--- config.mk ---
export PLATFORM = sky130hd
export DESIGN_NAME = lfsr_throttle_mc
export DESIGN_NICKNAME = d
export VERILOG_FILES = /design/src/rtl/throttle_pkg.sv /design/src/rtl/lfsr_galois.sv /design/src/rtl/lfsr_throttle_mc.sv
export SDC_FILE = /design/constraint.sdc
export NUM_CORES = 1
export LEC_CHECK = 0
export ABC_AREA = 1
export BUFFER_PORTS_ARGS = -buffer_cell sky130_fd_sc_hd__buf_2
export CORE_MARGIN = 3
export CORE_UTILIZATION = 31
export CTS_CLUSTER_DIAMETER = 80
export DETAILED_ROUTE_END_ITERATION = 12
export GPL_TIMING_DRIVEN = 0
export PLACE_DENSITY = 0.5
export SLEW_MARGIN = 10
export SYNTH_ARGS = -nofsm -noshare
export SYNTH_HDL_FRONTEND = slang
export SYNTH_SLANG_ARGS = --single-unit
--- constraint.sdc ---
create_clock -name clk -period 2.8 [get_ports clk]
set_clock_uncertainty 0.2 [all_clocks]
set_input_delay 0.42 -clock clk [delete_from_list [all_inputs] [get_ports clk]]
set_output_delay 0.42 -clock clk [all_outputs]
set_load 0.03 [all_outputs]
--- src/rtl/throttle_pkg.sv ---
// Shared definitions for the multi-channel LFSR stream throttle:
// mode codes, APB word map and Galois LFSR tap sets.
package throttle_pkg;

   typedef enum logic [1:0] {
      MODE_RANDOM   = 2'd0,
      MODE_PERIODIC = 2'd1,
      MODE_BURST    = 2'd2,
      MODE_BYPASS   = 2'd3
   } mode_e;

   localparam logic [5:0] W_STATUS  = 6'd0;
   localparam logic [5:0] W_CTRL    = 6'd1;
   localparam logic [5:0] CH_BASE   = 6'd4;
   localparam logic [5:0] CH_STRIDE = 6'd4;

   localparam logic [1:0] OFF_RATE = 2'd0;
   localparam logic [1:0] OFF_MODE = 2'd1;
   localparam logic [1:0] OFF_BLEN = 2'd2;
   localparam logic [1:0] OFF_CNT  = 2'd3;

   localparam logic [15:0] TAPS16 = 16'hB400;
   localparam logic [31:0] TAPS32 = 32'h80200003;

   function automatic logic [31:0] lfsr_taps(input int bits);
      return (bits == 32) ? TAPS32 : {16'h0, TAPS16};
   endfunction

endpackage

--- src/rtl/lfsr_galois.sv ---
// Right-shifting Galois LFSR that advances one step when step is high.
// Ports: clk, rst_n (async low), step (advance), q (current state).
module lfsr_galois
   import throttle_pkg::*;
#(
   parameter int              Bits = 16,
   parameter logic [Bits-1:0] Seed = Bits'(1)
) (
   input  logic            clk,
   input  logic            rst_n,
   input  logic            step,
   output logic [Bits-1:0] q
);

   localparam logic [Bits-1:0] TAPS = Bits'(lfsr_taps(Bits));
   // All-zero is the lock-up state, so it is never used as a seed.
   localparam logic [Bits-1:0] SEED_NZ =
      (Seed == '0) ? Bits'(1) : Seed;

   always_ff @(posedge clk or negedge rst_n) begin
      if (!rst_n) begin
         q <= SEED_NZ;
      end else if (step) begin
         q <= {1'b0, q[Bits-1:1]} ^ (q[0] ? TAPS : '0);
      end
   end

endmodule

--- src/rtl/lfsr_throttle_mc.sv ---
// Multi-channel valid/ready throttle with per-channel pass decisions.
// Ports: clk, rst_n, APB cfg_* slave, din_*/dout_* stream pairs.
module lfsr_throttle_mc
   import throttle_pkg::*;
#(
   parameter int NumChannels = 2,
   parameter int RateBits    = 8,
   parameter int LfsrBits    = 16,
   parameter int Seed        = 1,
   parameter int RateDefault = 128
) (
   input  logic                   clk,
   input  logic                   rst_n,
   input  logic [7:0]             cfg_paddr,
   input  logic                   cfg_pwrite,
   input  logic                   cfg_psel,
   input  logic                   cfg_penable,
   input  logic [31:0]            cfg_pwdata,
   output logic                   cfg_pready,
   output logic [31:0]            cfg_prdata,
   output logic                   cfg_pslverr,
   input  logic [NumChannels-1:0] din_valid,
   output logic [NumChannels-1:0] din_ready,
   output logic [NumChannels-1:0] dout_valid,
   input  logic [NumChannels-1:0] dout_ready
);

   localparam logic [5:0] NCH = 6'(NumChannels);

   logic                r_en;
   logic [RateBits-1:0] r_rate [NumChannels];
   mode_e               r_mode [NumChannels];
   logic [7:0]          r_blen [NumChannels];
   logic [31:0]         r_prdata;

   logic [5:0]  w_word;
   logic [5:0]  w_rel;
   logic [5:0]  w_chw;
   logic [1:0]  w_off;
   logic        w_hit;
   logic        w_acc;
   logic        w_wr;
   logic        w_rd;
   logic        w_clr;
   logic [31:0] w_rdata;
   logic        w_unused;

   logic [NumChannels-1:0][31:0] w_cnt;
   logic [4*NumChannels-1:0]     w_status;

   assign cfg_pready  = 1'b1;
   assign cfg_pslverr = 1'b0;
   assign cfg_prdata  = r_prdata;

   assign w_unused = ^{cfg_paddr[1:0], cfg_pwdata};

   assign w_word = cfg_paddr[7:2];
   assign w_rel  = w_word - CH_BASE;
   assign w_chw  = w_rel / CH_STRIDE;
   assign w_off  = w_rel[1:0];
   assign w_hit  = (w_word >= CH_BASE) && (w_chw < NCH);
   assign w_acc  = cfg_psel & ~cfg_penable;
   assign w_wr   = w_acc & cfg_pwrite;
   assign w_rd   = w_acc & ~cfg_pwrite;
   assign w_clr  = w_wr && (w_word == W_CTRL) && cfg_pwdata[1];

   assign w_status = {dout_ready, dout_valid, din_ready, din_valid};

   always_ff @(posedge clk or negedge rst_n) begin
      if (!rst_n) begin
         r_en <= 1'b1;
         for (int c = 0; c < NumChannels; c++) begin
            r_rate[c] <= RateBits'(RateDefault);
            r_mode[c] <= MODE_RANDOM;
            r_blen[c] <= 8'd1;
         end
      end else if (w_wr) begin
         if (w_word == W_CTRL) begin
            r_en <= cfg_pwdata[0];
         end
         for (int c = 0; c < NumChannels; c++) begin
            if (w_hit && w_chw == 6'(c)) begin
               case (w_off)
                  OFF_RATE: r_rate[c] <= cfg_pwdata[RateBits-1:0];
                  OFF_MODE: r_mode[c] <= mode_e'(cfg_pwdata[1:0]);
                  OFF_BLEN: r_blen[c] <= cfg_pwdata[7:0];
                  default:  ;
               endcase
            end
         end
      end
   end

   always_comb begin
      w_rdata = '0;
      if (w_word == W_STATUS) begin
         w_rdata = 32'(w_status);
      end else if (w_word == W_CTRL) begin
         w_rdata = {31'b0, r_en};
      end
      for (int c = 0; c < NumChannels; c++) begin
         if (w_hit && w_chw == 6'(c)) begin
            case (w_off)
               OFF_RATE: w_rdata = 32'(r_rate[c]);
               OFF_MODE: w_rdata = 32'(r_mode[c]);
               OFF_BLEN: w_rdata = 32'(r_blen[c]);
               default:  w_rdata = w_cnt[c];
            endcase
         end
      end
   end

   always_ff @(posedge clk or negedge rst_n) begin
      if (!rst_n) begin
         r_prdata <= '0;
      end else if (w_rd) begin
         r_prdata <= w_rdata;
      end
   end

   for (genvar c = 0; c < NumChannels; c++) begin : g_ch
      localparam logic [LfsrBits-1:0] SEED_C = LfsrBits'(Seed + c);

      logic                r_active;
      logic [RateBits-1:0] r_acc;
      logic [7:0]          r_bcnt;
      mode_e               r_lmode;
      logic [31:0]         r_cnt;

      logic [LfsrBits-1:0] w_lfsr;
      logic                w_xfer;
      logic                w_eval;
      logic                w_mchg;
      logic [RateBits-1:0] w_acc0;
      logic [7:0]          w_b0;
      logic [RateBits:0]   w_sum;
      logic                w_rnd;
      logic                w_per;
      logic                w_pass;
      logic [RateBits-1:0] w_acc_n;
      logic [7:0]          w_b_n;
      logic                w_unused_lfsr;

      assign dout_valid[c] = r_active & din_valid[c];
      assign din_ready[c]  = r_active & dout_ready[c];
      assign w_xfer        = din_valid[c] & din_ready[c];
      // Decisions are only taken when nothing is offered downstream,
      // so a presented beat is never retracted.
      assign w_eval        = ~r_active | w_xfer;
      assign w_cnt[c]      = r_cnt;
      assign w_unused_lfsr = ^w_lfsr;

      lfsr_galois #(
         .Bits (LfsrBits),
         .Seed (SEED_C)
      ) u_lfsr (
         .clk   (clk),
         .rst_n (rst_n),
         .step  (w_eval),
         .q     (w_lfsr)
      );

      always_comb begin
         w_mchg  = r_mode[c] != r_lmode;
         w_acc0  = w_mchg ? '0 : r_acc;
         w_b0    = w_mchg ? '0 : r_bcnt;
         w_sum   = {1'b0, w_acc0} + {1'b0, r_rate[c]};
         w_rnd   = (r_rate[c] == '0) ? 1'b0 :
                   (r_rate[c] == '1) ? 1'b1 :
                   (w_lfsr[RateBits-1:0] <= r_rate[c]);
         w_per   = (r_rate[c] == '0) ? 1'b0 :
                   (r_rate[c] == '1) ? 1'b1 :
                   w_sum[RateBits];
         w_pass  = 1'b0;
         w_acc_n = w_acc0;
         w_b_n   = w_b0;
         if (r_en) begin
            unique case (r_mode[c])
               MODE_RANDOM: w_pass = w_rnd;
               MODE_PERIODIC: begin
                  w_pass  = w_per;
                  w_acc_n = w_sum[RateBits-1:0];
               end
               MODE_BURST: begin
                  if (w_b0 != 8'd0) begin
                     w_pass = 1'b1;
                     if (w_xfer) w_b_n = w_b0 - 8'd1;
                  end else begin
                     w_pass = w_rnd;
                     if (w_rnd) begin
                        w_b_n = (r_blen[c] == 8'd0) ?
                                8'd0 : r_blen[c] - 8'd1;
                     end
                  end
               end
               MODE_BYPASS: w_pass = 1'b1;
            endcase
         end
      end

      always_ff @(posedge clk or negedge rst_n) begin
         if (!rst_n) begin
            r_active <= 1'b0;
            r_acc    <= '0;
            r_bcnt   <= '0;
            r_lmode  <= MODE_RANDOM;
         end else if (w_eval) begin
            r_active <= w_pass;
            r_acc    <= w_acc_n;
            r_bcnt   <= w_b_n;
            r_lmode  <= r_mode[c];
         end
      end

      always_ff @(posedge clk or negedge rst_n) begin
         if (!rst_n) begin
            r_cnt <= '0;
         end else if (w_clr) begin
            r_cnt <= '0;
         end else if (w_xfer && r_cnt != '1) begin
            r_cnt <= r_cnt + 32'd1;
         end
      end
   end

endmodule

# Word level (Yosys, flattened, before mapping)
# Index checks and enable logic that the tools add are counted.
# totals
ff_bits	203
inputBits	49
output_inout_bits	38
# op_classes
add_sub_neg	9
order_cmp	4
n_eq_ne	16
mux	46
bitwise	17
n_reduce_logical	27
# ops
operator	count
32-bit 2-to-1 mux	6
32-bit one-hot mux with 3 select lines	2
8-bit 2-to-1 mux	21
32-bit by 1-bit adder with 32-bit output, second input constant	2
32-bit inequality test, second input constant	2
8-bit logical NOT	4
16-bit 2-to-1 mux	2
8-bit by 1-bit subtractor with 8-bit output, second input constant	4
15-bit by 16-bit bitwise XOR with 16-bit output	2
8-bit by 8-bit adder with 9-bit output	2
3-bit AND reduction	6
8-bit == test, second input constant	2
8-bit less-or-equal comparator	2
8-bit nonzero test	2
1-bit 2-to-1 mux	13
6-bit logical NOT	2
2-bit == test, second input constant	5
1-bit AND	9
1-bit one-hot mux with 4 select lines	2
1-bit logical AND	7
2-bit by 1-bit == test with 1-bit output, second input constant	3
6-bit by 1-bit == test with 1-bit output, second input constant	1
6-bit by 3-bit greater-or-equal comparator with 1-bit output, second input constant	1
2-bit logical NOT	3
other kinds (8)	14

# Logic depth before layout (Yosys ltp)
# Gate-level depths: netlist of run 1.
# depth
depth_word	7
mapped_depth	18
depth_no_buf	17

# Hierarchy
# A second synthesis of run 1 with hierarchy kept.
# unflattened
cells_unflattened	1842
hier_area_um2	13220.2
# by_module_without_submodules
module	n_inst	cells_each	area_each_um2	seq_area_each_um2
lfsr_throttle_mc	1	1694	11893.9	4285.4
lfsr_galois	2	74	663.1	401.6

# Worst setup path before layout of run 1
# Ideal clock, no wire load.
# synth_timing
path_kind	reg2reg
startpoint	reg r_mode[0] (netlist bit)
endpoint	reg g_ch[1].r_acc[6]
setup_ns	0.124
t_arrival_ns	2.125
setup_slack_ns	0.351
path_stages_with_launch	15
path_buffers	0
period_less_slack_ns	2.449
path_cell_list	dfrtp_1 xnor2_2 nand2_4 nor2_1 ha_1 fa_1 a21oi_1 o21ai_0 nand2_1 nand2_1 nand2_1 a21o_1 nand3_1 o211ai_1 nand2_1
# synth_via
elab_chain_cells	5
# synth_lines
element	line	source
start: declaration	lfsr_throttle_mc.sv:32	mode_e r_mode [NumChannels];
start signal: indexed assignment	lfsr_throttle_mc.sv:85	OFF_MODE: r_mode[c] <= mode_e'(cfg_pwdata[1:0]);
2-bit inequality test	lfsr_throttle_mc.sv:164	w_mchg = r_mode[c] != r_lmode;
8-bit 2-to-1 mux	lfsr_throttle_mc.sv:165	w_acc0 = w_mchg ? '0 : r_acc;
8-bit by 8-bit adder with 9-bit output	lfsr_throttle_mc.sv:167	w_sum = {1'b0, w_acc0} + {1'b0, r_rate[c]};
8-bit 2-to-1 mux	lfsr_throttle_mc.sv:178	unique case (r_mode[c])
8-bit 2-to-1 mux *	lfsr_throttle_mc.sv:177	if (r_en) begin
end signal: assignment	lfsr_throttle_mc.sv:209	r_acc <= w_acc_n;
end: declaration	lfsr_throttle_mc.sv:125	logic [RateBits-1:0] r_acc;
# Mark *: on every way between the ends. The rest lies on a longest branch, timed or not.
# A chain may end at the register's enable or synchronous reset.

# Worst setup path after layout of run 1
# layout_timing
startpoint	reg r_mode[2] (netlist bit)
endpoint	reg g_ch[0].r_active
# layout_via
elab_chain_cells	7
# layout_lines
element	line	source
2-bit inequality test	lfsr_throttle_mc.sv:164	
8-bit 2-to-1 mux	lfsr_throttle_mc.sv:165	
8-bit by 8-bit adder with 9-bit output	lfsr_throttle_mc.sv:167	
1-bit 2-to-1 mux	lfsr_throttle_mc.sv:172	(r_rate[c] == '1) ? 1'b1 :
1-bit 2-to-1 mux	lfsr_throttle_mc.sv:171	w_per = (r_rate[c] == '0) ? 1'b0 :
1-bit one-hot mux with 4 select lines *	lfsr_throttle_mc.sv:178	
1-bit 2-to-1 mux *	lfsr_throttle_mc.sv:177	
end signal: assignment	lfsr_throttle_mc.sv:208	r_active <= w_pass;
end: declaration	lfsr_throttle_mc.sv:124	logic r_active;
# Marks and branches as above.

==> impl_metrics.yaml, run 1 <==
critical_path:
  cp_cell_sequence: "xnor2_4 > nand2_4 > nor2_1 > ha_1 > fa_1 > a21oi_1 > o21ai_1 > nor3b_1 > o21ai_0 > nand3_1 > nand3_1 > nand3_1"
  cp_common_cell: "nand3_1"
  crit_start: "r_mode[2]$_DFFE_PN0P_"
  cp.arrival_ns: 2.84
  end_kind: "register"
  crit_fanout: 5
  slowest_delay_ns: 0.49
  regToRegStartpoint: "r_mode[2]$_DFFE_PN0P_"
  path_class: "reg2reg"
  worstPathRequired_ns: 3.01
  ff2ff_path_depth: 12
  worst-r2r-setup-slack_ns: 0.17
  start_kind: "register"
  cp_slowest_cell: "dfrtp_1"
place:
  hpwl_um: 30900
  routabilityCongestion: 0.883
  portBuffers: 58
  place_inst: 2409
clock_network:
  h-tree-depth: 1
  clkTransAtPathRegs_ns: 0.06
  cts-root-buf: "clkbuf_16"
  cts_tree: "yes"
  cts_buffers: 25
  cts_buffer_depth: 3
  cts.sinks: 203
  clock_latency_ns: 0.55
floorplan:
  num_io_pins: 87
  rows: 74
  fp.dieW_um: 210
  start_util_pct: 31.5
  core_mm2: 0.0411
  chipHeight_um: 210
  dieArea_mm2: 0.0443
cells_and_area:
  finalNonFillerCells: 2472
  nets: 2017
  layout_commonest_cell: "nand2_1"
  antenna_cells: 0
  area_growth_pct: 15.6
  drive_above_1_share_pct: 11.1
  mostFrequentLayoutCells: "nand2_1 (517), inv_1 (205), dfrtp_1 (194)"
yosys:
  synth_fp_nets: 1912
  syn_area_mm2: 0.0130
  seq_area_frac_synth_pct: 39.3
  ys_async_sr_fraction_pct: 100
  yosysUniqueCellTypes: 56
  synth_edf_count: 0
  synth_top_area_share_pct: 37.8
  postSynthAreaPerCell_um2: 7.13
  yosys.area.top_type: "dfrtp_1"
  yosys_warnings: 0
  synth-seq-cells: 203
  ys_top_cells_by_area: "dfrtp_1 (38%), nand2_1 (15%), o21ai_0 (6.4%), inv_1 (5.9%), nor2_1 (4.7%)"
  ys.flop_type: "dfrtp_1"
  netlist_instances: 1817
routing:
  ant_nets: 0
  vias: 12400
  dr.pass1.iters: 5
  drcViolationCount: 0
  avgRoutedWirePerCell_um: 16.5
  viasPerCell: 5.00
  drt-total-wl_um: 40800
  dr.first_iter.drc_count: 939
global_routing:
  antenna_found_initial: 2
  grt_pass1_wl_um: 65300
  met3_usage_pct: 2.71
  grt_pass1_vias: 11900
  grt_max_degree: 93
  met2_usage_pct: 29.6
  busiest_layer: "met2"
  gr-usage-all-layers_pct: 18.4
  use_met1_pct: 25.9
  gr-total-overflow: 0
timing:
  finalCritPeriodShare_pct: 94.0
  timing_hold_violations_final: 0
  rsz0062_at_grt: "no"
  relSlewSlack_pct: 44.6
  setup_viol: 0
  drv_slew: 0
  max_freq_ghz: 0.380
  worstMarginPinSlew_ns: 0.831
  layout_min_cycle_time_ns: 2.63
  hold_ws_ns: 0.0392
power_and_ir_drop:
  power_density_mw_per_mm2: 710
  p_int_mw: 6.52
  p_sw_share_pct: 38.7
  combPwrFrac_pct: 33.1
  ir_worst_vdd_mv: 0.501
  p_seq_share_pct: 36.8
  finalPower_mw: 10.6
  power_frac_clock_pct: 30.1
  leakagePower_nw: 7.33
  switching_power_mw: 4.12
hold_path:
  hold-path-cell-count: 3
  worstHoldStart: "cfg_pwrite"
  hold_class: "in2reg"
run:
  max_cap_violations: 0
run_status:
  status: "completed"
[cells by family (layout without fill, tap and decap cells)]
group	after synthesis	in the layout	share of synthesized area [%]
buf+inv	269	392	8.13
fa+ha+maj	46	46	4.56
xor+xnor	28	28	2.07
flops	203	203	39.3
simple gates	929	929	31.4
compound gates	340	340	14.5
other cells	2	2	0.0579
[timing repair]
action                                 in CTS  in global routing
setup buffers                               4                  6
gates cloned                                0                  0
hold buffers                                8                  0
endpoints found under the hold margin     132                  0
pin swaps                                   1                  3
resized for setup                           4                  7
setup endpoints to repair                   5                 17
[worst max-delay path, delay by kind of cell, from the launching register on]
family	cells	cell delay, ns
flops	1	0.49
simple gates	6	0.56
fa+ha+maj	2	0.62
xor+xnor	1	0.19
compound gates	3	0.42
[cell type report]
cell class	instances	area, µm²
repair buffers	78	510
multi-input cells	1345	6860
clock buffers	34	709
plain buffers	51	228
inverters	218	826
well taps	532	666
fillers	4412	26100
clock inverters	11	88.8
flip-flops and latches	203	5090
[through the flow]
stage,setup slack [ns],area (µm²),TNS (ns),utilization (%)
final,0.169,15000,0,36.4
after global routing,0.00363,15000,0,36.4
after CTS,0.0282,14900,0,36.3
after detailed placement,-0.194,14000,-2.58,34.0
after global placement,-2.72,13900,-535.24,33.9
after floorplan,0.351,13000,0,-
[path summary, 6_finish.rpt]
path                                                   end
max                           g_ch[0].r_active$_DFFE_PN0P_
min                              cfg_prdata[0]$_DFFE_PN0P_
max reg2reg                   g_ch[0].r_active$_DFFE_PN0P_
min reg2reg                g_ch[1].u_lfsr.q[8]$_DFFE_PN0P_
max in group asynchronous  g_ch[0].u_lfsr.q[0]$_DFFE_PN1P_
min in group asynchronous       cfg_prdata[14]$_DFFE_PN0P_
[cells in the mapped netlist (14+ instances only)]
cell      instances
a21oi_1          85
nor2_1          164
ha_1             44
o21ai_1          23
buf_2            14
inv_1           205
nand3_1         110
dfrtp_1         196
clkbuf_1         33
o22ai_1          15
xor2_1           16
nor3_1           29
nand4_1          34
nand2_1         520
nor2_2           15
o21ai_0         165
[metal layers]
layer,vias up,part of all wire [%]
met3,65,5.0
met1,5841,48
met4,4,2.5
met2,266,45
met5,-,0.037
li1,6183,-
[power by group through the flow]
stage               logic [mW]  registers, mW  clock network [mW]
floorplan                 2.47           3.83                   0
global placement          3.36           3.93                   0
detailed placement        3.41           3.94                   0
CTS                       3.50           3.91                3.29
global route              4.04           3.98                3.40
finish                    3.52           3.91                3.20
[sequential cells by signal, summed over array words and instances, names as in the netlist]
name / count
g_ch.r_cnt: 64
cfg_prdata: 32
g_ch.u_lfsr.q: 32
g_ch.r_acc: 16
g_ch.r_bcnt: 16
r_blen: 16
r_rate: 16
g_ch.r_lmode: 4
r_mode: 4
g_ch.r_active: 2
r_en: 1
Power figures use the tool's default switching activity.
==> run 2: changes to the inputs <==
Clock period 2.8 ns to 2.48 ns, I/O delays scaled along.
==> impl_metrics.yaml, run 2 (synthesized netlist as in run 1, its figures left out) <==
routing:
  drt-total-wl_um: 41500
  dr.pass1.iters: 6
  ant_nets: 0
  drcViolationCount: 0
  vias: 12600
  avgRoutedWirePerCell_um: 16.7
  dr.first_iter.drc_count: 929
  viasPerCell: 5.03
cells_and_area:
  largest_reg_flops: 64
  mostFrequentLayoutCells: "nand2_1 (512), inv_1 (203), dfrtp_1 (187)"
  layout_commonest_cell: "nand2_1"
  drive_above_1_share_pct: 15.2
  seqCellArea_mm2: 0.00510
  fillCellCount: 4356
  finalNonFillerCells: 2493
  top_register: "g_ch.r_cnt"
  nets: 2038
  antenna_cells: 0
  area_growth_pct: 19.7
  multi_input_area_mm2: 0.00719
  final_util_pct: 37.7
global_routing:
  grt_pass1_wl_um: 65800
  busiest_layer: "met2"
  antenna_found_initial: 2
  gr-total-overflow: 0
  gr-usage-all-layers_pct: 18.5
  met3_usage_pct: 2.59
  use_met1_pct: 26.0
  grt_max_degree: 93
  met2_usage_pct: 30.0
  grt_pass1_vias: 12000
floorplan:
  num_io_pins: 87
  start_util_pct: 31.5
  chipHeight_um: 210
  rows: 74
  dieArea_mm2: 0.0443
  fp.dieW_um: 210
  core_mm2: 0.0411
critical_path:
  end_kind: "register"
  cp_cell_sequence: "xnor2_4 > nand2_4 > nor2_4 > ha_4 > fa_2 > a21oi_2 > o21ai_2 > nand2_2 > nand2_1 > nand2_1 > a21o_1 > nand3_1 > o211ai_1 > nand2_1"
  crit_start: "r_mode[1]$_DFFE_PN0P_"
  r2r-end: "g_ch[1].r_acc[6]$_DFFE_PN0P_"
  cp_slowest_cell: "dfrtp_2"
  slowest_delay_ns: 0.44
  ff2ff_path_depth: 14
  cp.arrival_ns: 2.68
  worstPathRequired_ns: 2.72
  start_kind: "register"
  cp_common_cell: "nand2_1"
  crit_fanout: 5
  crit_path_end: "g_ch[1].r_acc[6]$_DFFE_PN0P_"
  regToRegStartpoint: "r_mode[1]$_DFFE_PN0P_"
  path_class: "reg2reg"
  worst-r2r-setup-slack_ns: 0.04
timing:
  setup_tns_ns: 0
  drv_slew: 0
  relSlewSlack_pct: 47.3
  finalCritPeriodShare_pct: 98.2
  worstMarginPinSlew_ns: 0.784
  timing_hold_violations_final: 0
  max_freq_ghz: 0.410
  rsz0062_at_grt: "yes"
  final.setup.worst_slack_ns: 0.0437
  setup_viol: 0
  layout_min_cycle_time_ns: 2.44
clock_network:
  cts-root-buf: "clkbuf_16"
  cts_buffers: 25
  cts_buffer_depth: 3
  clock_latency_ns: 0.55
  cts.sinks: 203
  cts_tree: "yes"
  clkTransAtPathRegs_ns: 0.06
  h-tree-depth: 1
place:
  portBuffers: 58
  routabilityCongestion: 0.883
  place_inst: 2409
  pre_cts_ws_ns: -0.466
  hpwl_um: 30900
power_and_ir_drop:
  combPwrFrac_pct: 34.8
  leakagePower_nw: 7.47
  p_int_mw: 7.56
  finalPower_mw: 12.4
  p_sw_share_pct: 38.9
  power_frac_clock_pct: 29.3
  ir_worst_vdd_mv: 0.569
  power_density_mw_per_mm2: 798
  switching_power_mw: 4.82
  p_seq_share_pct: 35.9
run_status:
  status: "completed"
hold_path:
  hold_class: "in2reg"
run:
  max_cap_violations: 0
-- run 2: worst max-delay path: cells and delay by family, from the launching register on --
family                   cells  cell delay, ns
AND/OR/NAND/NOR              7            0.53
adder cells (fa/ha/maj)      2            0.53
AO/OA/AOI/OAI                4            0.46
flip-flops                   1            0.44
XOR/XNOR                     1            0.16
-- run 2: routing by layer --
metal  wire [µm]  part of all wire, %
met1       19800                   48
met2       18700                   45
met3        1930                  4.6
met4        1070                  2.6
met5          22                0.053
-- run 2: area by class of cell --
| cell class | instances | share of cell area [%] |
|---|---|---|
| tap | 532 | 4.29 |
| clock buffer | 34 | 4.57 |
| timing repair buffer | 102 | 4.53 |
| clock inverter | 11 | 0.573 |
| sequential | 203 | 32.9 |
| multi-input combinational | 1345 | 46.3 |
| inverter | 218 | 5.39 |
| buffer | 48 | 1.45 |
-- run 2: metrics by stage --
step | hold WS [ns] | instance area, µm²
final | 0.101 | 15500
after global routing | 0.119 | 15500
after CTS | 0.0786 | 15100
after detailed placement | 0.0905 | 14000
after global placement | 0.261 | 13900
after floorplan | -0.124 | 13000
-- run 2: how the worst min path moves through the flow --
stage                     cells past startpoint                             from                               to  slack, ns
after CTS                                     6                     cfg_paddr[3]            r_rate[4]$_DFFE_PN0P_       0.08
after global placement                        2  g_ch[0].u_lfsr.q[8]$_DFFE_PN0P_  g_ch[0].u_lfsr.q[8]$_DFFE_PN0P_       0.26
final                                         5                     din_valid[0]        cfg_prdata[0]$_DFFE_PN0P_       0.10
after floorplan                               0                            rst_n        cfg_prdata[0]$_DFFE_PN0P_      -0.12
after global routing                          5                         cfg_psel        cfg_prdata[5]$_DFFE_PN0P_       0.12
after detailed placement                      1                            rst_n       cfg_prdata[14]$_DFFE_PN0P_       0.09
-- run 2: repair_timing --
| item | 4_1_cts | 5_1_grt |
|---|---|---|
| gates resized for setup | 30 | 74 |
| pin swaps | 6 | 28 |
| hold endpoints to repair | 237 | 0 |
| hold buffers | 13 | 0 |
| endpoints found under the setup margin | 26 | 84 |
| setup buffers | 13 | 16 |
-- run 2: power by group through the flow --
stage | logic, mW | registers, mW | clock network, mW
after floorplan | 2.78 | 4.33 | 0
after global placement | 3.80 | 4.44 | 0
after detailed placement | 3.85 | 4.45 | 0
after CTS | 4.09 | 4.42 | 3.72
after global routing | 4.88 | 4.53 | 3.84
final | 4.31 | 4.45 | 3.63
